### src/rtl/byte_pkg.sv
// byte_pkg: opcodes, instruction formats and the stage record shared by the byte unit.
package byte_pkg;

    localparam logic [0:10] OP_CNTB  = 11'b01010110100;
    localparam logic [0:10] OP_AVGB  = 11'b00011010011;
    localparam logic [0:10] OP_ABSDB = 11'b00001010011;
    localparam logic [0:10] OP_SUMB  = 11'b01001010011;
    localparam logic [0:10] OP_NOP   = 11'b00000000000;

    typedef enum logic [2:0] {
        FMT_RR, FMT_RRR, FMT_RI7, FMT_RI8, FMT_RI10, FMT_RI16, FMT_RI18
    } fmt_e;

    localparam int STAGE_DATA_W = 128;
    localparam int STAGE_ADDR_W = 7;

    typedef struct packed {
        logic [STAGE_DATA_W-1:0] rt;
        logic [STAGE_ADDR_W-1:0] rt_addr;
        logic                    reg_write;
    } stage_t;

    function automatic logic [3:0] popcount8(input logic [7:0] b);
        logic [3:0] n;
        n = '0;
        for (int i = 0; i < 8; i++) n = n + {3'b0, b[i]};
        return n;
    endfunction

endpackage

### src/rtl/byte_unit_alu.sv
// byte_alu: combinational per-lane cntb/avgb/absdb/sumb compute; valid_op flags a recognised opcode.
module byte_alu
    import byte_pkg::*;
#(
    parameter int DATA_W = 128
) (
    input  logic [0:10]       op,
    input  logic [DATA_W-1:0] ra,
    input  logic [DATA_W-1:0] rb,
    output logic [DATA_W-1:0] rt,
    output logic              valid_op
);

    localparam int NB = DATA_W / 8;
    localparam int NW = DATA_W / 32;

    logic [DATA_W-1:0] cnt_v, avg_v, absd_v, sum_v;

    always_comb begin
        cnt_v  = '0;
        avg_v  = '0;
        absd_v = '0;
        sum_v  = '0;
        for (int i = 0; i < NB; i++) begin
            cnt_v[8*i+:8]  = {4'b0, popcount8(ra[8*i+:8])};
            avg_v[8*i+:8]  = 8'((9'(ra[8*i+:8]) + 9'(rb[8*i+:8]) + 9'd1) >> 1);
            absd_v[8*i+:8] = ra[8*i+:8] > rb[8*i+:8] ? ra[8*i+:8] - rb[8*i+:8] : rb[8*i+:8] - ra[8*i+:8];
        end
        // each word: low halfword sums ra bytes, high halfword sums rb bytes
        for (int w = 0; w < NW; w++)
            for (int j = 0; j < 4; j++) begin
                sum_v[32*w+:16]    = sum_v[32*w+:16] + 16'(ra[32*w+8*j+:8]);
                sum_v[32*w+16+:16] = sum_v[32*w+16+:16] + 16'(rb[32*w+8*j+:8]);
            end
    end

    always_comb begin
        valid_op = op == OP_CNTB || op == OP_AVGB || op == OP_ABSDB || op == OP_SUMB;
        rt = op == OP_NOP   ? '0 :
             op == OP_CNTB  ? cnt_v :
             op == OP_AVGB  ? avg_v :
             op == OP_ABSDB ? absd_v :
             op == OP_SUMB  ? sum_v : '0;
    end

endmodule

### src/rtl/byte_unit_pipe.sv
// byte_unit_pipe: LATENCY-deep byte-op execute pipe with flush; define BYTE_UNIT_FWD_EN
// to expose per-stage forwarding taps on fwd_taps (stage 0 at the LSBs).
module byte_unit_pipe
    import byte_pkg::*;
#(
    parameter int DATA_W  = 128,
    parameter int LATENCY = 4,
    parameter int ADDR_W  = 7
) (
    input  logic              clk,
    input  logic              reset,
    input  logic [0:10]       op,
    input  logic [2:0]        format,
    input  logic [ADDR_W-1:0] rt_addr,
    input  logic [DATA_W-1:0] ra,
    input  logic [DATA_W-1:0] rb,
    input  logic              reg_write,
    input  logic              flush,
    output logic [DATA_W-1:0] rt_wb,
    output logic [ADDR_W-1:0] rt_addr_wb,
    output logic              reg_write_wb,
    output logic              busy
`ifdef BYTE_UNIT_FWD_EN
    ,
    output logic [LATENCY*(DATA_W+ADDR_W+1)-1:0] fwd_taps
`endif
);

    typedef struct packed {
        logic [DATA_W-1:0] rt;
        logic [ADDR_W-1:0] rt_addr;
        logic              reg_write;
    } stage_w_t;

    stage_w_t          stg [LATENCY];
    stage_w_t          nxt;
    logic [DATA_W-1:0] alu_rt;
    logic              valid_op;
    logic              sel;

    byte_alu #(.DATA_W(DATA_W)) u_alu (
        .op      (op),
        .ra      (ra),
        .rb      (rb),
        .rt      (alu_rt),
        .valid_op(valid_op)
    );

    // non-RR formats and unrecognised opcodes enter the pipe as all-zero bubbles
    always_comb begin
        sel           = format == 3'(FMT_RR) && valid_op;
        nxt.rt        = sel ? alu_rt : '0;
        nxt.rt_addr   = sel ? rt_addr : '0;
        nxt.reg_write = sel && reg_write && !flush;
    end

    always_ff @(posedge clk) begin
        if (reset) begin
            for (int i = 0; i < LATENCY; i++) stg[i] <= '0;
        end else begin
            stg[0] <= nxt;
            for (int i = 1; i < LATENCY; i++)
                stg[i] <= '{rt: stg[i-1].rt, rt_addr: stg[i-1].rt_addr, reg_write: stg[i-1].reg_write && !flush};
        end
    end

    always_comb begin
        busy = 1'b0;
        for (int i = 0; i < LATENCY; i++) busy = busy | stg[i].reg_write;
    end

    assign rt_wb        = stg[LATENCY-1].rt;
    assign rt_addr_wb   = stg[LATENCY-1].rt_addr;
    assign reg_write_wb = stg[LATENCY-1].reg_write;

`ifdef BYTE_UNIT_FWD_EN
    for (genvar g = 0; g < LATENCY; g++) begin : g_tap
        assign fwd_taps[g*(DATA_W+ADDR_W+1)+:DATA_W+ADDR_W+1] = stg[g];
    end
`endif

endmodule
### config.mk
export PLATFORM = sky130hd
export DESIGN_NAME = byte_unit_pipe
export DESIGN_NICKNAME = d
export VERILOG_FILES = /design/src/rtl/byte_pkg.sv /design/src/rtl/byte_unit_alu.sv /design/src/rtl/byte_unit_pipe.sv
export SDC_FILE = /design/constraint.sdc
export NUM_CORES = 2
export LEC_CHECK = 0
export ABC_AREA = 1
export CAP_MARGIN = 20
export CORE_UTILIZATION = 55
export CTS_BUF_LIST = sky130_fd_sc_hd__clkbuf_2
export DETAILED_ROUTE_END_ITERATION = 8
export PLACE_DENSITY_LB_ADDON = 0.05
export SLEW_MARGIN = 20
export SYNTH_ARGS = -nofsm -noshare
export SYNTH_HDL_FRONTEND = slang
export SYNTH_SLANG_ARGS = --single-unit
export TNS_END_PERCENT = 20
### constraint.sdc
create_clock -name clk -period 6.62 [get_ports clk]
set_clock_uncertainty 0.1 [all_clocks]
set_input_delay 1.324 -clock clk [delete_from_list [all_inputs] [get_ports clk]]
set_output_delay 1.324 -clock clk [all_outputs]
set_load 0.005 [all_outputs]
; ---- Yosys cells after proc, flatten, opt, wreduce, memory -nomap -nowiden
; Memories as Yosys holds them, arrays and structs flattened.
; Index checks and enable logic that the tools add are counted.
[totals]
reg_bits = 0
latch_bits = 0
ram_bits = 544
romBits = 0
in_bits = 281
out_inout_bits = 137
wordCells = 270
n_memories = 1
[memory_table]
columns = memory, words, word_bits, rd, rd_ports_with_merged_regs, wr, line_no
row1 = stg, 4, 136, 4, 0, 4, byte_unit_pipe.sv:35  ; stage_w_t stg [LATENCY];
[op_classes]
addsub = 200
n_mul = 0
n_div = 0
magnitude_cmp = 16
n_eq_ne = 4
shift = 0
mux = 30
n_bitwise = 7
n_reduce_logical = 12
[ops]
columns = op, count
row1 = $mux W128, 6
row2 = $mux W136, 4
row3 = $add A4 B1 Y4, 96
row4 = $add A16 B8 Y16, 16
row5 = $sub A8 B8 Y8, 32
row6 = $add A8 B8 Y9, 24
row7 = $add A9 B1 Y9 const B, 16
row8 = $gt A8 B8 Y1, 16
row9 = $mux W8, 16
row10 = $add A1 B1 Y2, 16
row11 = $eq A11 B10 Y1 const B, 2
row12 = $eq A11 B7 Y1 const B, 1
row13 = $eq A11 B8 Y1 const B, 1
row14 = $logic_not A11 Y1, 1
row15 = $mux W7, 1
row16 = $or A1 B1 Y1, 7
row17 = $logic_and A1 B1 Y1, 6
row18 = $logic_not A3 Y1, 1
row19 = $logic_or A1 B1 Y1, 3
row20 = $mux W1, 3
row21 = $logic_not A1 Y1, 1

; ---- Longest topological paths before layout
[logic_depth]
word_depth = 11
ltp_mapped = 24
depth_no_buf = 24

; ---- Hierarchy
; Synthesis repeated with hierarchy kept, for this count alone.
[unflattened]
hier_cells = 6325
hier_area_um2 = 43943.4
[by_module_without_submodules]
columns = mod, instances, cells_per_inst, area_each_um2, seq_area_each_um2
row1 = byte_alu, 1, 4625, 28189.5, 0.0
row2 = byte_unit_pipe, 1, 1700, 15753.9, 10890.4

; ---- Least setup slack after synthesis
; OpenSTA, ideal clock, no wires.
[synth_timing]
kind = input to register
from = input rb[0]
to = memory stg[0][32] in the netlist's numbering
setup_ns = 0.120
arrival_time_ns = 4.111
required_ns = 6.400
path_slack_ns = 2.289
path_stages = 20
n_path_buf = 0
path_cell_list = ha_1 inv_1 fa_1 o21ai_0 nand2_1 nand2_1 a21oi_1 xor2_1 fa_1 inv_1 ha_1 nand2_1 o21ai_0 nor2_1 nand2_1 or2_2 nand3_1 nand2_1 o211ai_1 nand2_1
[synth_rtl]
columns = element, line_no
row1 = from (decl), byte_unit_pipe.sv:16  ; input logic [DATA_W-1:0] rb,
row2 = to (decl), byte_unit_pipe.sv:35

==> results.yml <==
timing:
  worstMarginPinSlew_ns: 1.09
  final-setup-viol-count: 0
  rsz0062_at_grt: "no"
  period_share_pct: 62.7
  relSlewSlack_pct: 27.2
  tns_ns: 0
  hold_violations: 0
  holdWs_ns: 0.214
  slew_viol_final: 0
  finalWorstSetupSlack_ns: 2.47
  period_needed_ns: 4.15
  max_freq_mhz: 241
worst_setup_path:
  startpoint_type: "input port"
  path_max_fanout: 7
  ff2ff_path_depth: 2
  arrival_ns: 5.24
  crit_path_end_kind: "register"
  cp.required_ns: 7.71
  critPathKind: "in2reg"
power_and_ir_drop:
  power_density_mw_per_mm2: 182
  cellLeakagePower_nw: 24.2
  p_total_mw: 8.84
  ir_worst_vdd_v: 0.000129
clock_network:
  numCtsBuffers: 143
  holdBufCountCts: 0
  clk_path_buf_depth: 3
  cts_resized: 0
  h-tree-depth: 4
  cts_tree: "done"
  post_cts_buffers: 0
  root_buffer: "clkbuf_2"
  cts_num_sinks: 544
  clk_transition_reported_paths_ns: 0.09
  clk_latency_ns: 1.36
placed_design:
  dpl.cell_count: 7345
  pre_cts_slack_ns: 1.24
  dp_hpwl_mm: 100
  place_area_sq_mm: 0.0473
  gp_congestion: 0.986
  port_buffers: 417
final_layout:
  area_growth_pct: 14.5
  fin_cells: 7584
  top_register: "stg"
  reg.largest.list: "stg x544"
  drive_above_1_share_pct: 4.55
  final_cell_area_sq_mm: 0.0486
  final_nets: 7477
  largest_reg_flops: 544
  fin_util_pct: 63.8
  fillCellCount: 7281
detailed_routing:
  drcViolationCount: 0
  drt-total-wl_mm: 129
  dr.pass1.iters: 8
  postRouteAntennaNets: 0
  vias_per_cell: 5.15
  drt_iter0_drc: 3023
  wl_per_cell_microns: 17.0
  vias: 39100
run:
  maxCapViolations: 0
status:
  status: "complete, no violations"
synthesis:
  syn-cell-area_sq_mm: 0.0424
  async_flop_share_pct: 0
  synthCells: 6058
  synth.yosys.warnings: 0
  yosysSeqAreaShare_pct: 25.7
  synth_edf_count: 0
  syn_avg_cell_area_sq_um: 7.01
  syn_nets: 7075
  ys.flop_type: "dfxtp_1"
  yosys_register_bits: 544
  yosysUniqueCellTypes: 43
global_routing:
  grt_pass1_wl_mm: 200
  grtUsageTotal_pct: 32.7
  antenna_found_initial: 10
  grt-ovfl-total: 0
  grt_max_degree: 184
  grt_pass1_vias: 37000
worst_hold_path:
  hold_depth: 2
  hp-class: "reg2reg"
die:
  initial_core_util_pct: 55.7
  die_h_microns: 280
  num_rows: 101
  core_sq_mm: 0.0762
  ios: 418
  die_area_sq_mm: 0.0783
  die_x_microns: 280
[cell usage in the layout, fill, tap and decap left out, types with 13 or more instances in the layout]
master | synthesis | routed
a21o_1 | 40 | 40
a21oi_1 | 424 | 424
a31oi_1 | 13 | 13
clkbuf_2 | 6 | 183
clkdlybuf4s50_1 | 0 | 416
clkinv_1 | 1 | 23
dfxtp_1 | 544 | 544
fa_1 | 192 | 192
ha_1 | 544 | 544
inv_1 | 1319 | 1318
nand2_1 | 1109 | 1109
nand3_1 | 423 | 421
nand3b_1 | 17 | 17
nand4_1 | 15 | 15
nor2_1 | 649 | 649
nor3_1 | 38 | 38
o211ai_1 | 18 | 18
o21ai_0 | 272 | 272
o21ai_1 | 17 | 17
o21bai_1 | 37 | 37
or2_2 | 51 | 51
xnor2_1 | 42 | 42
xor2_1 | 59 | 59
[routing by layer]
| metal | share of wire, % | up-vias | routed length [microns] | GRT usage, % |
|---|---|---|---|---|
| met3 | 6.9 | 249 | 8880 | 5.22 |
| met4 | 3.3 | 4 | 4240 | 12.5 |
| li1 | - | 19500 | - | - |
| met5 | 0.017 | - | 22 | 0 |
| met1 | 43 | 18000 | 55600 | 42.3 |
| met2 | 47 | 1386 | 60200 | 54.6 |
[final timing paths]
check	startpoint	to	slack, ns
worst min register to register	stg[2][114]$_SDFF_PP0_	stg[3][114]$_SDFF_PP0_	0.21
worst max register to register	stg[2][77]$_SDFF_PP0_	stg[3][77]$_SDFF_PP0_	5.75
worst max-delay path	ra[1]	stg[0][16]$_SDFF_PP0_	2.47
worst min-delay path	stg[2][114]$_SDFF_PP0_	stg[3][114]$_SDFF_PP0_	0.21
[final cells by class]
class | instances | area (sq um) | area share [%]
Antenna cell | 9 | 22.5 | 0.0464
Clock buffer | 183 | 916 | 1.88
Inverter | 1326 | 4980 | 10.2
Clock inverter | 47 | 369 | 0.760
Tap cell | 1030 | 1290 | 2.65
Multi-Input combinational cell | 4013 | 25800 | 53.1
Timing Repair Buffer | 432 | 4330 | 8.91
Sequential cell | 544 | 10900 | 22.4
[worst max-delay path, stage by stage]
cell,delay (ns)
clkdlybuf4s50_1,0.70
inv_1,0.20
fa_1,0.48
o21ai_0,0.38
nand2_1,0.10
nand2_1,0.07
a21oi_1,0.08
xor2_1,0.16
fa_1,0.50
inv_1,0.05
ha_1,0.33
nand2_1,0.09
nor2_1,0.05
nor2_1,0.09
o211ai_1,0.10
or2_2,0.28
nand3_1,0.09
nand2_1,0.06
nand2_1,0.06
nand2_1,0.05
[power breakdown]
group          internal [mW]  leakage (nW)  switching [mW]
registers               3.27          4.38      0.00000227
clock network          0.968         0.938            1.43
logic                   1.22          18.9            1.96
total                   5.45          24.2            3.39
[synthesized netlist by cell type (2+ instances only)]
cell type  number  area (sq um)
o221ai_1        6          52.6
or2_2          51           319
nand2_2         5          31.3
nor4_1          2          12.5
ha_1          544          6810
nor2_1        649          2440
nand4_1        15          93.8
nor3b_1         2          15.0
buf_1           7          26.3
and2_1          9          56.3
o21bai_1       37           278
inv_2           6          22.5
o31ai_1         8          60.1
nor2_4          3          33.8
nand2_1      1109          4160
xor2_1         59           517
dfxtp_1       544         10900
a21oi_1       424          2120
nor3_1         38           190
clkbuf_2        6          30.0
o21ai_1        17          85.1
buf_4          11          82.6
inv_1        1319          4950
a221oi_1        8          70.1
a31oi_1        13          81.3
o21ai_0       272          1360
buf_2          79           395
o211ai_1       18           135
nand3_2         4          40.0
xnor2_1        42           368
nand3_1       423          2120
a21o_1         40           300
clkbuf_1       71           267
fa_1          192          3840
nand3b_1       17           128
[cell families (layout without fill, tap and decap cells)]
family / after synthesis / count (layout) / synth area share [%]
flip-flops: 544 / 544 / 25.7
XOR/XNOR: 101 / 101 / 2.08
buffers and inverters: 1501 / 1988 / 13.6
adder cells (fa/ha/maj): 736 / 736 / 25.1
other: 0 / 9 / 0
AND/OR/NAND/NOR: 2330 / 2330 / 22.8
AO/OA/AOI/OAI: 846 / 846 / 10.8
No activity file was read; power rests on OpenSTA's default activity.
